File: src/rtl/fp_mul_arbiter.sv
// fp_mul_arbiter: round-robin sharing of one floating-point multiplier among
// NUM_REQ requesters. The grantee's operands are registered onto the multiplier
// inputs, the result/status is captured after MUL_LAT cycles and returned on a
// valid/ready response channel tagged with the requester index. Saturating
// counters record overflow, underflow and special-value responses.
module fp_mul_arbiter #(
  parameter int NUM_REQ = 4,
  parameter int MUL_LAT = 2,
  parameter int CNT_W   = 16
) (
  input  logic                         clk,
  input  logic                         rst_n,
  input  logic [NUM_REQ-1:0]           req_valid,
  output logic [NUM_REQ-1:0]           req_ready,
  input  logic [32*NUM_REQ-1:0]        req_a,
  input  logic [32*NUM_REQ-1:0]        req_b,
  output logic [31:0]                  mul_a,
  output logic [31:0]                  mul_b,
  input  logic [31:0]                  mul_result,
  input  logic [2:0]                   mul_status,
  output logic                         rsp_valid,
  input  logic                         rsp_ready,
  output logic [$clog2(NUM_REQ)-1:0]   rsp_id,
  output logic [31:0]                  rsp_data,
  output logic [2:0]                   rsp_status,
  input  logic                         clr_cnt,
  output logic [CNT_W-1:0]             cnt_ovf,
  output logic [CNT_W-1:0]             cnt_udf,
  output logic [CNT_W-1:0]             cnt_spc,
  output logic                         busy
);

  localparam int ID_W  = $clog2(NUM_REQ);
  localparam int LAT_W = (MUL_LAT > 1) ? $clog2(MUL_LAT) : 1;

  localparam logic [2:0] ST_PINF = 3'd2;
  localparam logic [2:0] ST_NINF = 3'd3;
  localparam logic [2:0] ST_NAN  = 3'd4;
  localparam logic [2:0] ST_OVF  = 3'd6;
  localparam logic [2:0] ST_UDF  = 3'd7;

  typedef enum logic [1:0] {IDLE, BUSY, DONE} state_t;

  state_t            state;
  logic [ID_W-1:0]   rr_ptr;
  logic [ID_W-1:0]   op_id;
  logic [31:0]       op_a;
  logic [31:0]       op_b;
  logic [LAT_W-1:0]  lat_cnt;

  logic [ID_W-1:0]   gnt_id;
  logic              gnt_found;
  logic [ID_W-1:0]   scan_id;
  int                scan_idx;
  logic              rsp_hs;

  // Counters stop at all-ones instead of wrapping back to zero.
  function automatic logic [CNT_W-1:0] sat_inc(input logic [CNT_W-1:0] v);
    return (&v) ? v : v + CNT_W'(1);
  endfunction

  assign mul_a  = op_a;
  assign mul_b  = op_b;
  assign busy   = (state != IDLE);
  assign rsp_hs = (state == DONE) && rsp_valid && rsp_ready;

  // Pick the first valid requester starting at rr_ptr; scanning downward lets
  // the entry closest to rr_ptr be the last (winning) assignment.
  always_comb begin
    gnt_found = 1'b0;
    gnt_id    = '0;
    scan_idx  = 0;
    scan_id   = '0;
    for (int k = NUM_REQ - 1; k >= 0; k--) begin
      scan_idx = int'(rr_ptr) + k;
      if (scan_idx >= NUM_REQ) scan_idx = scan_idx - NUM_REQ;
      scan_id = ID_W'(scan_idx);
      if (req_valid[scan_id]) begin
        gnt_found = 1'b1;
        gnt_id    = scan_id;
      end
    end
  end

  // Grant is combinational and only offered while idle and out of reset.
  always_comb begin
    req_ready = '0;
    if (state == IDLE && rst_n && gnt_found) req_ready[gnt_id] = 1'b1;
  end

  // Control FSM: latch operands on grant, wait MUL_LAT cycles, hold response.
  always_ff @(posedge clk or negedge rst_n) begin
    if (!rst_n) begin
      state      <= IDLE;
      rr_ptr     <= '0;
      op_id      <= '0;
      op_a       <= '0;
      op_b       <= '0;
      lat_cnt    <= '0;
      rsp_valid  <= 1'b0;
      rsp_id     <= '0;
      rsp_data   <= '0;
      rsp_status <= '0;
    end else begin
      case (state)
        IDLE: begin
          if (gnt_found) begin
            op_a    <= req_a[{gnt_id, 5'b0} +: 32];
            op_b    <= req_b[{gnt_id, 5'b0} +: 32];
            op_id   <= gnt_id;
            rr_ptr  <= (gnt_id == ID_W'(NUM_REQ - 1)) ? '0 : gnt_id + 1'b1;
            lat_cnt <= LAT_W'(MUL_LAT - 1);
            state   <= BUSY;
          end
        end
        BUSY: begin
          if (lat_cnt == '0) begin
            rsp_data   <= mul_result;
            rsp_status <= mul_status;
            rsp_id     <= op_id;
            rsp_valid  <= 1'b1;
            state      <= DONE;
          end else begin
            lat_cnt <= lat_cnt - LAT_W'(1);
          end
        end
        DONE: begin
          if (rsp_ready) begin
            rsp_valid <= 1'b0;
            state     <= IDLE;
          end
        end
        default: state <= IDLE;
      endcase
    end
  end

  // Event counters advance only when a response is actually delivered; clear wins.
  always_ff @(posedge clk or negedge rst_n) begin
    if (!rst_n) begin
      cnt_ovf <= '0;
      cnt_udf <= '0;
      cnt_spc <= '0;
    end else if (clr_cnt) begin
      cnt_ovf <= '0;
      cnt_udf <= '0;
      cnt_spc <= '0;
    end else if (rsp_hs) begin
      case (rsp_status)
        ST_OVF:                  cnt_ovf <= sat_inc(cnt_ovf);
        ST_UDF:                  cnt_udf <= sat_inc(cnt_udf);
        ST_PINF, ST_NINF, ST_NAN: cnt_spc <= sat_inc(cnt_spc);
        default: ;
      endcase
    end
  end

endmodule
File: config.mk
export PLATFORM = sky130hd
export DESIGN_NAME = fp_mul_arbiter
export DESIGN_NICKNAME = d
export VERILOG_FILES = /design/src/rtl/fp_mul_arbiter.sv
export SDC_FILE = /design/constraint.sdc
export NUM_CORES = 1
export LEC_CHECK = 0
export CELL_PAD_IN_SITES_DETAIL_PLACEMENT = 0
export CELL_PAD_IN_SITES_GLOBAL_PLACEMENT = 2
export CORE_MARGIN = 2
export CORE_UTILIZATION = 25
export CTS_BUF_LIST = sky130_fd_sc_hd__clkbuf_4 sky130_fd_sc_hd__clkbuf_8 sky130_fd_sc_hd__clkbuf_16
export DETAILED_ROUTE_END_ITERATION = 12
export GPL_ROUTABILITY_DRIVEN = 0
export PLACE_DENSITY_LB_ADDON = 0.15
export SLEW_MARGIN = 20
export SYNTH_ARGS = -nofsm -noshare
export SYNTH_HDL_FRONTEND = slang
export SYNTH_SLANG_ARGS = --single-unit
export TNS_END_PERCENT = 50
File: constraint.sdc
create_clock -name clk -period 4.23 [get_ports clk]
set_clock_uncertainty 0.2 [all_clocks]
set_input_delay 0.846 -clock clk [delete_from_list [all_inputs] [get_ports clk]]
set_output_delay 0.846 -clock clk [all_outputs]
set_load 0.05 [all_outputs]
==> results of run 1 <==
## layout make-up
type	count	area, µm²
diodes	2	5.00
clock buffers	20	454
clock inverters	12	163
fillers	3560	20800
inverters	7	26.3
multi-input cells	682	4800
flip-flops and latches	157	3930
well taps	461	577
repair buffers	478	4810
## metrics by stage
stage / hold slack, ns / power, mW / std cells / instance area, µm² / utilization
4_1_cts: 0.0803 / 9.83 / 1817 / 14800 / 0.415
3_5_place_dp: 0.269 / 8.12 / 1785 / 14100 / 0.398
2_1_floorplan: 0.240 / 6.00 / 916 / 9020 / -
3_3_place_gp: 0.256 / 8.09 / 1785 / 14100 / 0.398
6_report: 0.100 / 9.68 / 1819 / 14800 / 0.415
5_1_grt: 0.0918 / 10.2 / 1819 / 14800 / 0.415
## cell usage in the layout, fill, tap and decap left out, types with 3 or more instances in the layout
cell and instances:
nand2_1 88, or4_1 4, clkdlybuf4s50_1 448, nor4_1 5, o2111ai_1 5, xor2_1 15
nand2b_1 3, o21ai_0 71, nor2b_1 3, xnor2_1 16, nand4_1 9, clkinv_4 4
and4_1 4, a21oi_1 12, inv_1 7, or2_2 4, buf_4 21, nor4b_1 3
nor2_1 51, nor3_1 16, ha_1 4, a211oi_1 4, clkbuf_16 17, mux2_2 38
or3_1 7, o211ai_1 20, a2111oi_0 3, and3_1 5, bufinv_16 3, mux2i_1 69
o211ai_2 49, nand3_1 81, a21o_1 64, buf_12 8, dfrtp_1 157
## worst max-delay path, cell delays in order
cell and delay, ns:
clkdlybuf4s50_1 0.53, nand2b_1 0.20, a211oi_1 0.29, or2_2 0.22, inv_1 0.08, nor3_1 0.52, buf_12 0.21
## Yosys cell counts (5+ instances only)
cell / instances
o211ai_2: 49
o2111ai_1: 5
xor2_1: 15
or3_1: 8
a21oi_1: 13
mux2i_1: 69
nand2_1: 90
inv_1: 7
o21ai_0: 71
mux2_2: 38
o211ai_1: 20
xnor2_1: 16
and3_1: 5
a21o_1: 65
nor2_1: 51
clkbuf_1: 49
nand3_1: 81
nand4_1: 9
nor4_1: 5
dfrtp_1: 157
nor3_1: 16
buf_2: 12
buf_6: 7
## path summary, 6_finish.rpt
kind,start,end,slack [ns],cells past startpoint
setup / recovery,req_valid[3],req_ready[1],0.28,7
hold / removal,rst_n,mul_b[17],0.10,1
setup reg to reg,rr_ptr[1],mul_a[11],1.67,6
hold reg to reg,op_id[1],op_id[1],0.28,2
max in group asynchronous,rst_n,cnt_spc[2],2.45,2
min in group clk,op_id[1],op_id[1],0.28,2
## layer usage
metal	GRT usage	up-vias	wire, µm
li1	-	4204	-
met1	0.242	4241	15800
met2	0.343	279	19000
met3	0.0677	33	2810
met4	0.0643	4	626
met5	0	-	25
## logic make-up (layout without fill, tap and decap cells)
family                   count (synthesis)  after routing  synth area share
other                                    0              2                 0
multiplexers                           107            107             0.124
adder cells (fa/ha/maj)                  4              4           0.00555
XOR/XNOR                                31             31            0.0301
AND/OR/NAND/NOR                        296            296             0.157
AO/OA/AOI/OAI                          244            244             0.208
buffers and inverters                   77            517            0.0395
flip-flops                             157            157             0.436
## flip-flops by register name (all words and copies together) (netlist names)
signal	count
rsp_data	32
rsp_valid	1
mul_a	32
cnt_ovf	16
lat_cnt	1
cnt_spc	16
cnt_udf	16
mul_b	32
rr_ptr	2
state	2
rsp_id	2
op_id	2
rsp_status	3
## power by group
group | leakage [nW] | internal (mW) | switching [mW] | total (mW)
registers | 2.00 | 2.03 | 0.327 | 2.36
clock network | 0.298 | 0.963 | 0.694 | 1.66
logic | 3.69 | 2.11 | 3.56 | 5.66
total | 5.99 | 5.10 | 4.58 | 9.68
==> flow_metrics.py, run 1 <==
metrics = {
    "run_status": {
        "status": "completed",
    },
    "flow_run": {
        "cap_viol_max_count": 0,
    },
    "clocking": {
        "cts-hold-fix-buffers": 0,
        "ctsLongestPathBuffers": 2,
        "worstSkewPairLatency_ns": 0.45,
        "tritoncts": "yes",
        "root_buffer": "clkbuf_16",
        "cts.sinks": 157,
        "cts_buffers": 17,
        "cts_setup_buffers": 0,
        "ctsResizeCount": 0,
        "cts.clk_slew.worst_paths_ns": 0.06,
        "htreeDepth": 4,
    },
    "setup_path": {
        "required_ns": 3.18,
        "crit_type": "primary input to output port",
        "crit_arrival_ns": 2.90,
        "worstSetupEndpointType": "output port",
        "path_max_fanout": 6,
        "startpoint_type": "primary input",
    },
    "global_route": {
        "grt_first_pass_wirelength_um": 58100,
        "grt_use_total": 0.203,
        "grt_max_degree": 69,
        "antenna_found_initial": 4,
        "grt_pass1_vias": 9248,
        "grt_remaining_overflow": 0,
    },
    "timing": {
        "fin_ws_ns": 0.279,
        "slew_headroom": 0.331,
        "finalSetupViolCount": 0,
        "finalCritPeriodShare": 0.934,
        "report.final.hold_viol_count": 0,
        "fin_crit_ns": 3.95,
        "finalSetupTns_ns": 0,
        "worst_pin_slew_ns": 1.00,
        "rsz0062_at_grt": "no",
        "maxSlewViolCount": 0,
        "clock.fmax_ghz": 0.253,
    },
    "floorplan": {
        "coreArea_um2": 35600,
        "start_util": 0.254,
        "fp-row-count": 69,
        "ioPinCount": 454,
        "die_w_um": 194,
        "dieArea_um2": 37600,
        "die_h_um": 194,
    },
    "place": {
        "dpl_worst_slack_ns": 0.225,
        "hpwl_um": 28100,
        "port_buffers": 453,
    },
    "cells_and_area": {
        "area_growth_pct": 63.7,
        "nets": 1646,
        "layout-drive-gt1-share": 0.121,
    },
    "synthesis": {
        "postSynthAreaPerCell_um2": 9.85,
        "synthesis.area_um2": 9020,
        "yosysTopAreaCell": "dfrtp_1",
        "synth_area_leaders": "dfrtp_1, mux2i_1, o211ai_2",
        "synth_nets": 1219,
        "synth_edf_count": 0,
        "yosys.area.top_type_share": 0.436,
        "synth_warnings": 0,
        "async_flop_share": 1.00,
        "synth_top_flop_cell": "dfrtp_1",
        "yosysUniqueCellTypes": 50,
        "ys_seq_area_frac": 0.436,
        "yosys_register_bits": 157,
        "syn_inst": 916,
    },
    "detailed_routing": {
        "via_per_inst": 4.82,
        "ant_nets": 0,
        "dr_total_vias": 8761,
        "firstDrtPassIters": 4,
        "routed_wl_um": 38300,
        "drtIter0Drc": 278,
        "drcViolationCount": 0,
        "wire_per_inst_um": 21.1,
    },
    "pwr": {
        "leakage_nw": 5.99,
        "power_density_nw_per_um2": 656,
        "ir_drop_uv": 394,
    },
    "hold_path": {
        "min_path_type": "primary input to asynchronous set/reset pin",
    },
}
Note: power is estimated with default switching activity, not from simulation.
==> inputs of run 2 (changes only) <==
Settings changed: CORE_UTILIZATION 25 to 23.
Clock period 4.23 ns to 3.7 ns, I/O delays scaled along.
==> run 2 against run 1 <==
Net effect: core utilization fell by 3.2 points; power is 14% higher; clock-buffer cell count is 2 higher; final cell count rose by 3.1%; sequential share of layout area fell by 0.065 points; worst hold slack improved by 0.18 ns; final area rose by 0.25%; flip-flop and latch count unchanged; critical path type unchanged; highest routed layer unchanged.
==> flow_metrics.py, run 2 (synthesized netlist as in run 1, its figures left out) <==
metrics = {
    "global_route": {
        "grt_use_total": 0.196,
        "antenna_found_initial": 7,
        "grt_first_pass_wirelength_um": 60600,
        "grt_max_degree": 69,
        "grt_pass1_vias": 9530,
        "grt_remaining_overflow": 0,
    },
    "setup_path": {
        "r2r_cells": 6,
        "r2r_setup_slack_ns": 1.19,
        "crit_type": "primary input to output port",
        "r2r-start": "cnt_spc[0]",
        "reg2reg_to": "cnt_spc[13]",
        "required_ns": 2.76,
        "worstSetupEndpointType": "output port",
        "startpoint_type": "primary input",
        "crit_arrival_ns": 2.66,
        "path_max_fanout": 6,
    },
    "pwr": {
        "clkPwrFrac": 0.167,
        "p_sw_frac": 0.477,
        "leakage_nw": 5.97,
        "combPwrFrac": 0.588,
        "p_int_mw": 5.78,
        "finalPower_mw": 11.1,
        "power_frac_seq": 0.244,
        "power_switching_mw": 5.28,
        "ir_drop_uv": 620,
        "power_density_nw_per_um2": 747,
    },
    "timing": {
        "slew_headroom": 0.344,
        "rsz0062_at_grt": "no",
        "finalSetupViolCount": 0,
        "finalCritPeriodShare": 0.973,
        "maxSlewViolCount": 0,
        "worst_pin_slew_ns": 0.984,
        "clock.fmax_ghz": 0.278,
        "report.final.hold_viol_count": 0,
        "hold_ws_ns": 0.276,
        "fin_crit_ns": 3.60,
    },
    "cells_and_area": {
        "layout_commonest_cell": "clkdlybuf4s50_1",
        "nets": 1644,
        "utilization": 0.383,
        "layout_common_cells": "clkdlybuf4s50_1, dfrtp_1, nand2_1, nand3_1, o21ai_0",
        "area_growth_pct": 64.1,
        "layout-drive-gt1-share": 0.120,
    },
    "hold_path": {
        "min_path_type": "flip-flop to flip-flop",
        "holdPathEnd": "op_id[1]",
        "worstHoldPathCells": 2,
        "hp-start": "op_id[1]",
    },
    "clocking": {
        "worstSkewPairLatency_ns": 0.45,
        "htreeDepth": 4,
        "ctsLongestPathBuffers": 2,
        "cts.clk_slew.worst_paths_ns": 0.07,
        "cts.sinks": 157,
        "root_buffer": "clkbuf_16",
        "cts_buffers": 17,
        "tritoncts": "yes",
    },
    "flow_run": {
        "cap_viol_max_count": 0,
    },
    "detailed_routing": {
        "ant_nets": 0,
        "wire_per_inst_um": 21.2,
        "via_per_inst": 4.76,
        "firstDrtPassIters": 4,
        "drcViolationCount": 0,
        "drtIter0Drc": 332,
        "routed_wl_um": 39700,
        "dr_total_vias": 8916,
    },
    "floorplan": {
        "fp-row-count": 72,
        "dieArea_um2": 40800,
        "die_h_um": 202,
        "die_w_um": 202,
        "ioPinCount": 454,
        "start_util": 0.233,
        "coreArea_um2": 38600,
    },
    "run_status": {
        "status": "completed",
    },
    "place": {
        "hpwl_um": 28500,
        "port_buffers": 453,
    },
}
-- run 2: power groups by stage --
stage / Clock, mW / Combinational [mW] / Sequential [mW]
2_1_floorplan: 0 / 2.28 / 4.58
3_3_place_gp: 0 / 6.57 / 2.72
3_5_place_dp: 0 / 6.59 / 2.72
4_1_cts: 1.93 / 6.60 / 2.71
5_1_grt: 1.99 / 6.89 / 2.79
6_report: 1.85 / 6.51 / 2.70
-- run 2: worst max-delay path by stage --
stage	startpoint	endpoint	slack [ns]
after floorplan	req_valid[3]	req_ready[0]	-0.03
after global placement	req_valid[3]	req_ready[3]	0.11
after detailed placement	req_valid[3]	req_ready[3]	0.12
after CTS	req_valid[3]	req_ready[3]	0.11
after global routing	req_valid[3]	req_ready[3]	0.03
final	req_valid[3]	req_ready[3]	0.10
-- run 2: per-layer routing --
layer	up-vias	part of all wire	GRT usage
li1	4182	-	-
met1	4424	0.41	0.233
met2	271	0.49	0.330
met3	33	0.081	0.0748
met4	6	0.014	0.0507
met5	-	0.00078	0
-- run 2: what timing repair did --
item | 4_1_cts | 5_1_grt
hold buffers | 1 | 0
gates resized for setup | 0 | 2
buffers inserted | 0 | 0
hold endpoints to repair | 4 | 0
setup endpoints to repair | 0 | 2
-- run 2: layout make-up --
class	instances	area, µm²
antenna	4	10.0
clock buffer	22	482
clock inverter	9	110
fill	3880	23800
inverter	7	26.3
multi-input combinational	682	4810
sequential	157	3930
tap	518	648
timing repair buffer	476	4790
-- run 2: critical path, stage by stage --
cell and delay [ns]:
clkdlybuf4s50_1 0.62, nand2b_1 0.17, a211oi_2 0.08, or2_2 0.34
inv_1 0.12, ha_1 0.15, and3_1 0.27, buf_12 0.17
-- run 2: stage by stage --
step           setup WS (ns)  TNS, ns  instances  instance area (µm²)
6_report               0.101        0       1875                14800
3_3_place_gp           0.113        0       1839                14200
2_1_floorplan        -0.0320  -0.0641        916                 9020
3_5_place_dp           0.118        0       1839                14200
5_1_grt               0.0303        0       1873                14800
4_1_cts                0.109        0       1871                14800
